$ cat src/rtl/evo_pkg.sv
// Shared types and constants for the Game-of-Life generation controller.
package evo_pkg;

    typedef enum logic [1:0] {
        ST_RST   = 2'd0,
        ST_RUN   = 2'd1,
        ST_PAUSE = 2'd2,
        ST_STEP  = 2'd3
    } state_t;

    localparam int unsigned DEFAULT_BASE_PERIOD = 250000;
    localparam int unsigned SPEED_W             = 4;

    // Bank index width; never narrower than one bit.
    function automatic int unsigned bank_idx_w(input int unsigned num_banks);
        return (num_banks > 1) ? $clog2(num_banks) : 1;
    endfunction

endpackage

$ cat src/rtl/evo_tick_gen.sv
// Programmable evolution tick: counts while enabled, fires and wraps at
// (BASE_PERIOD << speed_shift) - 1, holds while disabled.
module evo_tick_gen
    import evo_pkg::*;
#(
    parameter int unsigned BASE_PERIOD = DEFAULT_BASE_PERIOD,
    parameter int unsigned CNT_W       = 31
) (
    input  logic               clk_vga,
    input  logic               reset_btn,
    input  logic               en,
    input  logic               clr,
    input  logic [SPEED_W-1:0] speed_shift,
    output logic               tick_c
);

    logic [CNT_W-1:0] cnt;
    logic [CNT_W-1:0] term;

    // Compared live, so a shorter period set mid-count wraps at once.
    assign term   = (CNT_W'(BASE_PERIOD) << speed_shift) - CNT_W'(1);
    assign tick_c = en & (cnt >= term);

    always_ff @(posedge clk_vga or posedge reset_btn) begin
        if (reset_btn) begin
            cnt <= '0;
        end else if (clr || tick_c) begin
            cnt <= '0;
        end else if (en) begin
            cnt <= cnt + CNT_W'(1);
        end
    end

endmodule

$ cat src/rtl/evo_bank_ctrl.sv
// Generation controller: RST/RUN/PAUSE/STEP FSM, round start/done handshake,
// source/destination bank rotation and frame-memory port routing.
module evo_bank_ctrl
    import evo_pkg::*;
#(
    parameter int unsigned NUM_BANKS   = 2,
    parameter int unsigned ADDR_W      = 24,
    parameter int unsigned DATA_W      = 32,
    parameter int unsigned BASE_PERIOD = DEFAULT_BASE_PERIOD,
    parameter int unsigned CNT_W       = 31
) (
    input  logic                             clk_vga,
    input  logic                             reset_btn,
    input  logic                             start,
    input  logic                             pause,
    input  logic                             clear,
    input  logic                             step,
    input  logic [SPEED_W-1:0]               speed_shift,
    input  logic                             init_busy,
    input  logic                             preset_busy,
    output logic                             init_start,
    input  logic [ADDR_W-1:0]                ld_addr,
    input  logic                             ld_wren,
    input  logic [DATA_W-1:0]                ld_wdata,
    output logic                             round_start,
    input  logic                             round_done,
    input  logic [ADDR_W-1:0]                eng_raddr,
    input  logic [ADDR_W-1:0]                eng_waddr,
    input  logic                             eng_wren,
    input  logic [DATA_W-1:0]                eng_wdata,
    output logic [DATA_W-1:0]                eng_rdata,
    input  logic [ADDR_W-1:0]                vga_addr,
    output logic [DATA_W-1:0]                vga_rdata,
    output logic [NUM_BANKS*ADDR_W-1:0]      bank_a_addr,
    output logic [NUM_BANKS-1:0]             bank_a_wren,
    output logic [NUM_BANKS*DATA_W-1:0]      bank_a_wdata,
    input  logic [NUM_BANKS*DATA_W-1:0]      bank_a_rdata,
    output logic [NUM_BANKS*ADDR_W-1:0]      bank_b_addr,
    input  logic [NUM_BANKS*DATA_W-1:0]      bank_b_rdata,
    output logic [1:0]                       state,
    output logic [bank_idx_w(NUM_BANKS)-1:0] src_bank,
    output logic [15:0]                      generation,
    output logic [7:0]                       overrun_cnt
);

    localparam int unsigned BW = bank_idx_w(NUM_BANKS);

    state_t        st, next_st;
    logic          round_busy;
    logic          init_done;
    logic [BW-1:0] src_d;
    logic [BW-1:0] dst_bank;
    logic          ld_busy, ld_mode;
    logic          tick_c, tick_issue_c, step_issue_c, swap_c;

    assign ld_busy      = init_busy | preset_busy;
    assign ld_mode      = (st == ST_RST) & ld_busy;
    assign tick_issue_c = tick_c & ~round_busy;
    assign swap_c       = round_done & round_busy;
    assign dst_bank     = (src_bank == BW'(NUM_BANKS - 1)) ? '0 : src_bank + BW'(1);
    assign state        = st;

    evo_tick_gen #(
        .BASE_PERIOD (BASE_PERIOD),
        .CNT_W       (CNT_W)
    ) u_tick (
        .clk_vga     (clk_vga),
        .reset_btn   (reset_btn),
        .en          (st == ST_RUN),
        .clr         (clear),
        .speed_shift (speed_shift),
        .tick_c      (tick_c)
    );

    always_ff @(posedge clk_vga or posedge reset_btn) begin
        if (reset_btn) begin
            st <= ST_RST;
        end else begin
            st <= next_st;
        end
    end

    // Command priority clear > pause > start > step; a pause pulse consumes the cycle.
    always_comb begin
        next_st      = st;
        step_issue_c = 1'b0;
        if (clear) begin
            next_st = ST_RST;
        end else begin
            unique case (st)
                ST_RST, ST_PAUSE: begin
                    if (!pause && !(st == ST_RST && ld_busy)) begin
                        if (start) begin
                            next_st = ST_RUN;
                        end else if (step) begin
                            next_st      = ST_STEP;
                            step_issue_c = ~round_busy;
                        end
                    end
                end
                ST_RUN: begin
                    if (pause) begin
                        next_st = ST_PAUSE;
                    end
                end
                ST_STEP: begin
                    if (swap_c) begin
                        next_st = ST_PAUSE;
                    end
                end
                default: next_st = ST_RST;
            endcase
        end
    end

    // Round handshake, bank rotation and counters.
    always_ff @(posedge clk_vga or posedge reset_btn) begin
        if (reset_btn) begin
            src_bank    <= '0;
            src_d       <= '0;
            generation  <= '0;
            overrun_cnt <= '0;
            round_busy  <= 1'b0;
            round_start <= 1'b0;
            init_start  <= 1'b0;
            init_done   <= 1'b0;
        end else begin
            init_done <= 1'b1;
            src_d     <= src_bank;
            if (clear) begin
                src_bank    <= '0;
                generation  <= '0;
                overrun_cnt <= '0;
                round_busy  <= 1'b0;
                round_start <= 1'b0;
                init_start  <= 1'b1;
            end else begin
                init_start  <= ~init_done;
                round_start <= tick_issue_c | step_issue_c;
                if (tick_issue_c || step_issue_c) begin
                    round_busy <= 1'b1;
                end else if (swap_c) begin
                    round_busy <= 1'b0;
                    src_bank   <= dst_bank;
                    generation <= generation + 16'd1;
                end
                if (tick_c && round_busy && overrun_cnt != 8'hFF) begin
                    overrun_cnt <= overrun_cnt + 8'd1;
                end
            end
        end
    end

    // Port A: loader broadcast in RST, otherwise engine read/write banks.
    always_comb begin
        bank_a_addr  = '0;
        bank_a_wren  = '0;
        bank_a_wdata = '0;
        bank_b_addr  = '0;
        for (int i = 0; i < NUM_BANKS; i++) begin
            bank_b_addr[i*ADDR_W +: ADDR_W]  = vga_addr;
            bank_a_wdata[i*DATA_W +: DATA_W] = ld_mode ? ld_wdata : eng_wdata;
            if (ld_mode) begin
                bank_a_addr[i*ADDR_W +: ADDR_W] = ld_addr;
                bank_a_wren[i]                  = ld_wren;
            end else if (BW'(i) == src_bank) begin
                bank_a_addr[i*ADDR_W +: ADDR_W] = eng_raddr;
            end else if (BW'(i) == dst_bank) begin
                bank_a_addr[i*ADDR_W +: ADDR_W] = eng_waddr;
                bank_a_wren[i]                  = eng_wren & round_busy;
            end
        end
    end

    // Read muxes follow the bank that was source when the read was issued.
    always_comb begin
        eng_rdata = '0;
        vga_rdata = '0;
        for (int i = 0; i < NUM_BANKS; i++) begin
            if (BW'(i) == src_d) begin
                eng_rdata = bank_a_rdata[i*DATA_W +: DATA_W];
                vga_rdata = bank_b_rdata[i*DATA_W +: DATA_W];
            end
        end
        if (ld_mode) begin
            vga_rdata = '0;
        end
    end

endmodule
$ cat config.mk
export PLATFORM = sky130hd
export DESIGN_NAME = evo_bank_ctrl
export DESIGN_NICKNAME = d
export VERILOG_FILES = /design/src/rtl/evo_pkg.sv /design/src/rtl/evo_tick_gen.sv /design/src/rtl/evo_bank_ctrl.sv
export SDC_FILE = /design/constraint.sdc
export NUM_CORES = 1
export LEC_CHECK = 0
export ABC_CLOCK_PERIOD_IN_PS = 3200
export CAP_MARGIN = 20
export CORE_AREA = 2 2 216 218
export CTS_CLUSTER_DIAMETER = 200
export DETAILED_ROUTE_END_ITERATION = 8
export DIE_AREA = 0 0 218 220
export GPL_ROUTABILITY_DRIVEN = 0
export PLACE_DENSITY = 0.52
export SLEW_MARGIN = 10
export SYNTH_ARGS = -nofsm -noshare
export SYNTH_HDL_FRONTEND = slang
export SYNTH_SLANG_ARGS = --single-unit
$ cat constraint.sdc
create_clock -name clk_vga -period 3.2 [get_ports clk_vga]
set_input_delay 0.64 -clock clk_vga [delete_from_list [all_inputs] [get_ports clk_vga]]
set_output_delay 0.64 -clock clk_vga [all_outputs]
set_load 0.02 [all_outputs]
# After elaboration in Yosys (flattened, before gate mapping)
# Index checks and enable logic that the tools add are counted.
# totals
register_bits	63
elab_cells	95
# classes
n_shift	1
n_lt_le_gt_ge	1
n_addsub	5
bitwise_logic	9
n_mux	44
n_reduce_logical	16
eq_ne	9
# op_table
cell	n
$mux 24	6
$mux 32	4
$mux 31	2
$mux 16	3
$add 31x1->31 const B	1
$ge 31x31->1	1
$shl 18x4->31 const A	1
$sub 31x1->31 const B	1
$mux 1	20
$add 16x1->16 const B	1
$mux 8	2
$mux 2	6
$ne 3x3->1 const B	3
$add 8x1->8 const B	1
$ne 8x8->1 const B	1
$pmux 2 s3	1
$reduce_bool 2->1	3
$and 1x1->1	5
$eq 2x2->1 const B	2
$logic_and 1x1->1	4
$ne 4x4->1 const B	1
$reduce_and 4->1	1
$reduce_bool 3->1	1
$eq 2x1->1 const B	1
other kinds (9)	13

# Depth between registers and ports, before layout
# Gate-level depths: netlist (run 1).
# logic_depth
word_depth	10
mapped_depth	20
ltp_nobuf	17

# Modules after synthesis
# Synthesis (run 1) repeated with hierarchy kept, for this count alone.
# unflattened
cells_unflattened	980
area_unflattened_um2	7464.7
# modules_own_cells
module	instances	cells_each	area_per_inst_um2
evo_bank_ctrl	1	596	4317.9
evo_tick_gen	1	384	3146.8

# Worst setup path before layout (run 1)
# Ideal clock, no wire load.
# synth_path
path_kind	input port to flip-flop
startpoint	input speed_shift[0]
endpoint	register u_tick.cnt[5]
arrival_ns	4.953
path_buffers	3
slack_ns	-1.835
path_stages	19
setup_time_ns	0.082
t_required_ns	3.118
path_cell_list	inv_1 ha_1 clkbuf_2 mux4_2 or3b_1 or4_4 nor3_4 mux2_1 o211ai_1 ha_1 nand3_1 nor3_1 a221oi_1 o21ai_0 nor3_1 buf_2 buf_2 nand3_1 a31oi_1
# synth_between
elab_chain_cells	6
word_cells_on_any_way	7
cone_classes	1 x add/sub; 1 x order compare; 1 x shift; 1 x mux; 1 x bitwise; 2 x reduce/logical
# synth_lines
element	line_no	source
from (decl)	evo_bank_ctrl.sv:18	input logic [SPEED_W-1:0] speed_shift,
$shl 18x4->31 *	evo_tick_gen.sv:21	assign term = (CNT_W'(BASE_PERIOD) << speed_shift) - CNT_W'(1);
$sub 31x1->31 *	evo_tick_gen.sv:21	
$ge 31x31->1 *	evo_tick_gen.sv:22	assign tick_c = en & (cnt >= term);
$and 1x1->1 *	evo_tick_gen.sv:22	
$logic_or 1x1->1 *	evo_tick_gen.sv:27	end else if (clr || tick_c) begin
$mux 31 or $reduce_bool 2->1 (tied branches)	--	
to (signal assigned)	evo_tick_gen.sv:30	cnt <= cnt + CNT_W'(1);
to (decl)	evo_tick_gen.sv:17	logic [CNT_W-1:0] cnt;
# Every way passes the cells marked *; elsewhere a longest branch is shown, timed or not.
# A chain may end at the register's enable or synchronous reset.

# Worst setup path in the final report (run 1)
# layout_path
startpoint	input speed_shift[1]
endpoint	register round_busy
# layout_between
elab_chain_cells	8
word_cells_on_any_way	9
cone_classes	1 x add/sub; 1 x order compare; 1 x shift; 2 x mux; 2 x bitwise; 2 x reduce/logical
# layout_lines
element	line_no	source
$shl 18x4->31 *	evo_tick_gen.sv:21	
$sub 31x1->31 *	evo_tick_gen.sv:21	
$ge 31x31->1 *	evo_tick_gen.sv:22	
$and 1x1->1 *	evo_tick_gen.sv:22	
$and 1x1->1 *	evo_bank_ctrl.sv:58	assign tick_issue_c = tick_c & ~round_busy;
$logic_or 1x1->1 *	evo_bank_ctrl.sv:140	if (tick_issue_c || step_issue_c) begin
$mux 1	evo_bank_ctrl.sv:140	
$mux 1	evo_bank_ctrl.sv:130	if (clear) begin
to (signal assigned)	evo_bank_ctrl.sv:134	round_busy <= 1'b0;
to (signal assigned)	evo_bank_ctrl.sv:141	round_busy <= 1'b1;
to (signal assigned)	evo_bank_ctrl.sv:143	round_busy <= 1'b0;
to (decl)	evo_bank_ctrl.sv:49	logic round_busy;
# Marked as above.

==> metrics.md, run 1 <==
| Metric | Value |
|---|---|
| Slew HR | 0.355 |
| Critical path required time | 3420 ps |
| Status | complete, but fails checks |
| Worst-Margin Slew | 961 ps |
| Grt met1 use | 0.245 |
| Fin nets | 1826 |
| Commonest non-fill, non-tap cell in the layout | clkdlybuf4s50_1 |
| Post-Synth Adder-Cell Area | 0.0664 |
| Crit-path cells | buf_6 -> buf_8 -> ha_4 -> or2_4 -> mux4_2 -> nand3b_1 -> or4_4 -> nor3_4 -> mux2_4 -> o211ai_1 -> ha_1 -> nand3_2 -> nor3_4 -> a221oi_2 -> o21ai_2 -> nor3_4 -> buf_6 -> buf_16 -> buf_8 -> nor2_4 -> o31a_1 |
| Hold buffer count at cts | 0 |
| Max-slew violations | 0 |
| DR vias | 9226 |
| Top Ports | 558 |
| Site Rows | 79 |
| Power per cell area | 334 mW/mm² |
| Crit path max fanout | 7 |
| Cells after Synth | 969 |
| Clk buf depth | 2 |
| Initial antenna violation count | 7 |
| Share of cells above drive strength 1 | 0.234 |
| DP Wirelength | 42.3 mm |
| Comb pwr share | 0.621 |
| Final hold slack | 409 ps |
| CTS root buf | clkbuf_16 |
| Clk slew on worst S/H paths | 50 ps |
| Routed wire length | 49.7 mm |
| Placed insts | 2064 |
| Worst min path class | flop to flop |
| Inserted Clock Buffers | 9 |
| Clock power share | 0.200 |
| Congestion Overflow GR | 0 |
| Crit-path slowest cell | or4_4 |
| Top Family by Delay on Critical Path | simple AND/OR/NAND/NOR gates |
| Number of vias per cell | 4.40 |
| Die H | 220 µm |
| FF/Latch Area | 0.00158 mm² |
| Area fraction of the dominant cell type after synthesis | 0.215 |
| Worst VDD drop | 0.196 mV |
| Routed wire length per instance | 23.7 µm |
| Post-synth net total | 1311 |
| Largest cells by area after synthesis | dfrtp_1, mux2i_1, buf_4 |
| First-pass GRT wire length | 65.3 mm |
| RSZ-0062 raised after global routing | true |
| Clock sinks | 63 |
| Worst Skew | 7.90 ps |
| Starting DRT DRC Count | 532 |
| Pre-CTS WS | -2330 ps |
| Post-synthesis compound-gate area fraction | 0.115 |
| Final hold violation count | 0 |
| Flops & latches, synth | 63 |
| Max frequency | 0.220 GHz |
| Post-synth ARST share | 1.00 |
| PortBufs | 485 |
| Mapped Area | 0.00734 mm² |
| Failing checks | setup timing |
| Sw Ratio | 0.407 |
| Sequential power share | 0.179 |
| Crit Path Category | input pin to flop |
| Critical Path AT | 4760 ps |
| Die ar. | 0.0480 mm² |
| Yosys cell types | 67 |
| Met2 usage | 0.289 |
| Commonest cells after routing, fill and taps aside | clkdlybuf4s50_1, nand2_1, buf_4 |
| Critical path launch point type | input pin |
| Worst path max stage delay | 540 ps |
| P_sw | 1.99 mW |
| Final WS setup | -1340 ps |
| Post-route non-filler standard cell count | 2097 |
| Footprint of the multi-input gates | 0.00534 mm² |
| Fin crit period | 4540 ps |
| TritonRoute pass-1 iters | 6 |
| Gr usage total | 0.192 |
| Post-Synth XOR/XNOR Area | 0.0596 |
| Cell taking the most area after synthesis | dfrtp_1 |
| Initial Utilization | 0.160 |
| Post-synthesis mux area share | 0.177 |
| Top FF cell, synth | dfrtp_1 |
| Die W | 218 µm |
| Final worst-path cycle share | 1.42 |
| Worst skew pair latency | 340 ps |
| # Max-Cap Violations | 0 |
| CTS tree | done |
| DRC Markers | 0 |
| Met3 global-route usage | 0.0947 |
| Yosys synthesis warning count | 0 |
| Fraction of the yosys area taken by sequential cells | 0.215 |
| Most used cell, CP | nor3_4 |
| # setup viols final | 41 |
| Core Area | 0.0459 mm² |
| Remaining antenna violation count | 0 |
| Power Total | 4.89 mW |
| Internal Power | 2.90 mW |
| Area growth syn-to-layout | 99.6% |
| CP Buf/Inv Count | 5 |
| Vias in the first global route | 8965 |
| Fill cells | 4882 |
| Crit. End Element | flop |
| Mean Syn Cell Area | 7.58 µm² |
| H-Tree Depth | 3 |
| Simple-Gate Fraction of Synth Area | 0.247 |
| Leakage power | 6.23 nW |
| Largest net degree at the start of global routing | 47 |
| Largest family of logic cells by synthesized area | simple AND/OR/NAND/NOR gates |
| Most Used Layer, Global Route | met2 |
| Post-synth EDFFs | 0 |
sequential cells by signal, indices dropped and copies added, names as in the netlist:
register     cells
state            2
init_done        1
u_tick.cnt      31
overrun_cnt      8
init_start       1
src_d            1
src_bank         1
round_start      1
round_busy       1
generation      16
power groups by stage:
stage | clock [mW] | combinational (mW) | sequential (mW)
2_1_floorplan | 0 | 1.32 | 0.850
3_5_place_dp | 0 | 3.00 | 0.890
5_1_grt | 1.04 | 3.20 | 0.880
3_3_place_gp | 0 | 3.00 | 0.889
4_1_cts | 1.00 | 3.02 | 0.876
6_report | 0.978 | 3.04 | 0.877
cell usage after synthesis (3+ instances only):
cell	count
o2111ai_1	3
nor2b_1	5
nor2_1	131
and4_1	4
or4_1	4
or3_1	6
ha_1	39
mux2_2	35
clkbuf_1	34
a31oi_1	5
o31ai_1	5
o211ai_1	3
nand3_1	33
buf_4	80
dfrtp_1	63
inv_1	11
nand2_1	150
xnor2_1	11
nand4_1	15
xor2_1	39
buf_1	12
mux2i_1	85
nand2b_1	10
nand3b_1	3
nor3_1	14
or2_2	4
o21ai_0	18
and3_1	5
o21bai_1	3
a21oi_1	80
a21o_1	4
o21a_1	3
buf_2	5
stage by stage:
stage | util | instance area [µm²] | TNS, ps
after CTS | 0.313 | 14400 | -60290
after detailed placement | 0.299 | 13700 | -117490
after floorplan | - | 7390 | -55530
after global routing | 0.320 | 14700 | -60790
final | 0.320 | 14700 | -52990
after global placement | 0.299 | 13700 | -111670
final timing paths:
path	startpoint	endpoint	slack, ps	depth (start not counted)
min in group asynchronous	reset_btn	generation[4]	610	2
max in group asynchronous	reset_btn	src_d	1950	3
min reg2reg	init_done	init_start	410	1
min	init_done	init_start	410	1
max reg2reg	u_tick.cnt[13]	round_busy	370	11
max	speed_shift[1]	round_busy	-1340	21
final cells by class:
cell class,instances,area share
Antenna cell,1,0.000171
Clock buffer,12,0.0168
Clock inverter,4,0.00307
Inverter,14,0.00359
Multi-Input combinational cell,758,0.365
Sequential cell,63,0.108
Tap cell,607,0.0518
Timing Repair Buffer,638,0.452
repair_timing:
item | CTS | global route
resized for setup | 159 | 67
pin swaps | 34 | 35
gates cloned | 3 | 2
setup endpoints to repair | 150 | 75
buffers inserted | 9 | 3
layer usage:
metal  part of all wire  wire, µm
met5             0.0011        57
met4              0.022      1090
met3               0.12      6190
met1               0.42     21000
met2               0.43     21300
worst reg2reg max path, stage by stage (launching register included):
cell,delay (ps)
dfrtp_1,450
ha_1,360
a21oi_1,160
a21boi_0,180
a2111oi_1,510
a21oi_2,150
nor3_4,220
buf_6,150
buf_16,110
buf_8,120
nor2_4,30
o31a_1,280
logic make-up after synthesis:
| family | after synthesis |
|---|---|
| xor gates and xnor gates | 50 |
| AOI/OAI and AO/OA | 144 |
| DFF | 63 |
| muxes | 123 |
| adders and majority gates | 39 |
| and+or+nand+nor | 401 |
| buffers and inverters | 148 |
| other | 1 |
Note: power is estimated with default switching activity, not from simulation.
==> run 2: changes to the inputs <==
- CELL_PAD_IN_SITES_DETAIL_PLACEMENT: default -> 1
- CELL_PAD_IN_SITES_GLOBAL_PLACEMENT: default -> 1
- CORE_AREA: 2 2 216 218 -> 2 2 217 219
- DIE_AREA: 0 0 218 220 -> 0 0 219 221
- PLACE_DENSITY: 0.52 -> 0.69
==> metrics.md, run 2 (synthesis gave the netlist of run 1 again) <==
| Metric | Value |
|---|---|
| Crit path max fanout | 8 (+1) |
| Largest register FFs | 31 (unchanged) |
| DRC Markers | 0 (unchanged) |
| H-Tree Depth | 3 (unchanged) |
| Worst-Margin Slew | 973 ps (+11.7 ps) |
| # Max-Cap Violations | 0 (unchanged) |
| Remaining antenna violation count | 0 (unchanged) |
| Routed wire length | 50.8 mm (+2.2%) |
| Commonest cells after routing, fill and taps aside | clkdlybuf4s50_1, buf_4, nand2_1 |
| TritonRoute pass-1 iters | 5 (-1) |
| Site Rows | 79 (unchanged) |
| First-pass GRT wire length | 70.2 mm (+7.6%) |
| Clk buf depth | 2 (unchanged) |
| # setup viols final | 41 (unchanged) |
| Worst VDD drop | 0.202 mV (+3.1%) |
| Failing checks | setup timing |
| Number of vias per cell | 4.43 (+0.60%) |
| Die W | 219 µm (+0.46%) |
| Congestion Overflow GR | 0 (unchanged) |
| Hold buffer count at cts | 0 (unchanged) |
| Fin nets | 1833 (+0.38%) |
| Starting DRT DRC Count | 368 (-31%) |
| R2R depth | 12 (+1) |
| Largest net degree at the start of global routing | 51 (+8.5%) |
| CTS root buf | clkbuf_16 |
| Final core occ | 0.314 (-0.00594) |
| Crit. End Element | flop |
| Most flop-heavy register | u_tick.cnt |
| PortBufs | 485 (unchanged) |
| Top Ports | 558 (unchanged) |
| Core Area | 0.0461 mm² (+0.43%) |
| Crit Path Category | input pin to flop |
| Hold path depth | 1 (unchanged) |
| Worst skew pair latency | 340 ps (about the same) |
| Max frequency | 0.218 GHz (-1.2%) |
| DP Wirelength | 41.7 mm (-1.6%) |
| Commonest non-fill, non-tap cell in the layout | clkdlybuf4s50_1 |
| Crit path launch | speed_shift[0] |
| Clock sinks | 63 (unchanged) |
| Slew HR | 0.351 (-0.00349) |
| Initial Utilization | 0.159 (-0.000687) |
| Critical Path AT | 4870 ps (+110 ps) |
| Power Total | 4.79 mW (-2.2%) |
| Status | complete, but fails checks |
| Die H | 221 µm (+0.45%) |
| Critical path launch point type | input pin |
| Worst min path class | flop to flop |
| Worst r2r dst | u_tick.cnt[18] |
| Critical path required time | 3470 ps (+50 ps) |
| Final WS setup | -1390 ps (-52.9 ps) |
| Hold Crit Start | init_done |
| Worst hold endpoint | init_start |
| Initial antenna violation count | 13 (+6) |
| Worst Skew | 6.08 ps (-1.82 ps) |
| RSZ-0062 raised after global routing | true |
| Max-slew violations | 0 (unchanged) |
| Final hold violation count | 0 (unchanged) |
| CTS tree | done |
| Final worst-path cycle share | 1.44 (+0.0165) |
| Leakage power | 6.11 nW (-2.0%) |
| Gr usage total | 0.201 (+0.00830) |
| Area growth syn-to-layout | 96.7% |
| Largest registers | u_tick.cnt: 31 flops, generation: 16 flops, overrun_cnt: 8 flops |
| Die ar. | 0.0484 mm² (+0.92%) |
| Power per cell area | 331 mW/mm² (-0.77%) |
| Reg2reg setup slack | 450 ps (+80 ps) |
| Clk slew on worst S/H paths | 60 ps (about the same) |
| Routed wire length per instance | 24.0 µm (+1.5%) |
| Inserted Clock Buffers | 9 (unchanged) |
| Share of cells above drive strength 1 | 0.267 (+0.0337) |
| DR vias | 9348 (+1.3%) |
| FF-to-FF Start | u_tick.cnt[13] |
| Vias in the first global route | 9913 (+11%) |
| Fin crit period | 4590 ps (+52.9 ps) |
run 2: cell types whose count changed in the layout (fill, tap and decap cells not counted), sizes merged, moves of 2 or more:
cell | previous run | this run
clkdlybuf4s15 | 9 | 42
clkdlybuf4s50 | 357 | 336
buf | 207 | 217
dlymetal6s2s | 16 | 6
dlygate4sd2 | 47 | 38
diode | 1 | 9
bufbuf | 0 | 2
clkbuf | 14 | 16
clkinv | 4 | 2
run 2: layout make-up:
type / instances / area (µm²)
clock inverter: 3 / 42.5
fill: 5446 / 31600
clock buffer: 13 / 260
inverter: 14 / 55.1
tap: 607 / 759
multi-input combinational: 759 / 5400
timing repair buffer: 644 / 6320
antenna: 9 / 22.5
sequential: 63 / 1580
run 2: worst max path at each step:
| stage | endpoint |
|---|---|
| floorplan | round_busy |
| global placement | overrun_cnt[6] |
| detailed placement | overrun_cnt[6] |
| CTS | u_tick.cnt[18] |
| global route | overrun_cnt[2] |
| finish | u_tick.cnt[18] |
run 2: report_power, final:
part           internal, mW  leakage (nW)  switching [mW]
combinational          1.37          5.10            1.53
clock                 0.645         0.146           0.372
sequential            0.814         0.864          0.0544
total                  2.83          6.11            1.96
run 2: layer usage:
| layer | wire length, µm | GRT usage | part of all wire |
|---|---|---|---|
| met1 | 20100 | 0.232 | 0.40 |
| met5 | 13 | 0.00404 | 0.00026 |
| met2 | 24000 | 0.330 | 0.47 |
| met3 | 5300 | 0.0786 | 0.10 |
| met4 | 1400 | 0.0782 | 0.028 |
run 2: critical path, cell delays in order:
cell	delay [ps]
buf_6	80
inv_2	70
ha_4	280
buf_4	110
nand2_1	120
a31oi_4	210
or3b_1	380
or4_4	520
nor3_4	160
mux2_4	310
o211ai_1	180
ha_1	290
nand3_2	90
nor3_4	60
a221oi_2	280
o21ai_2	120
nor3_4	260
buf_12	160
buf_8	100
o21bai_4	110
buf_12	230
nor2_4	80
run 2: stage by stage:
step | setup WS, ps | setup TNS (ps) | instance area, µm² | hold slack, ps | cells
3_5_place_dp | -2410 | -115890 | 13200 | 404 | 2053
6_report | -1390 | -55310 | 14400 | 412 | 2112
2_1_floorplan | -1460 | -55530 | 7390 | 390 | 969
4_1_cts | -1500 | -59770 | 14200 | 412 | 2099
5_1_grt | -1600 | -62980 | 14400 | 458 | 2111
3_3_place_gp | -2260 | -108530 | 13200 | 395 | 2053
run 2: what timing repair did:
item	CTS	global route
cloned	9	0
setup buffers	21	4
endpoints found under the setup margin	148	51
pin swaps	62	17
resized for setup	342	56
==> run 3: changes to the inputs <==
- ABC_CLOCK_PERIOD_IN_PS: 3200 -> default
==> results of run 3 <==
Same layout as run 2: the final DEF is identical, and so are final timing and power.
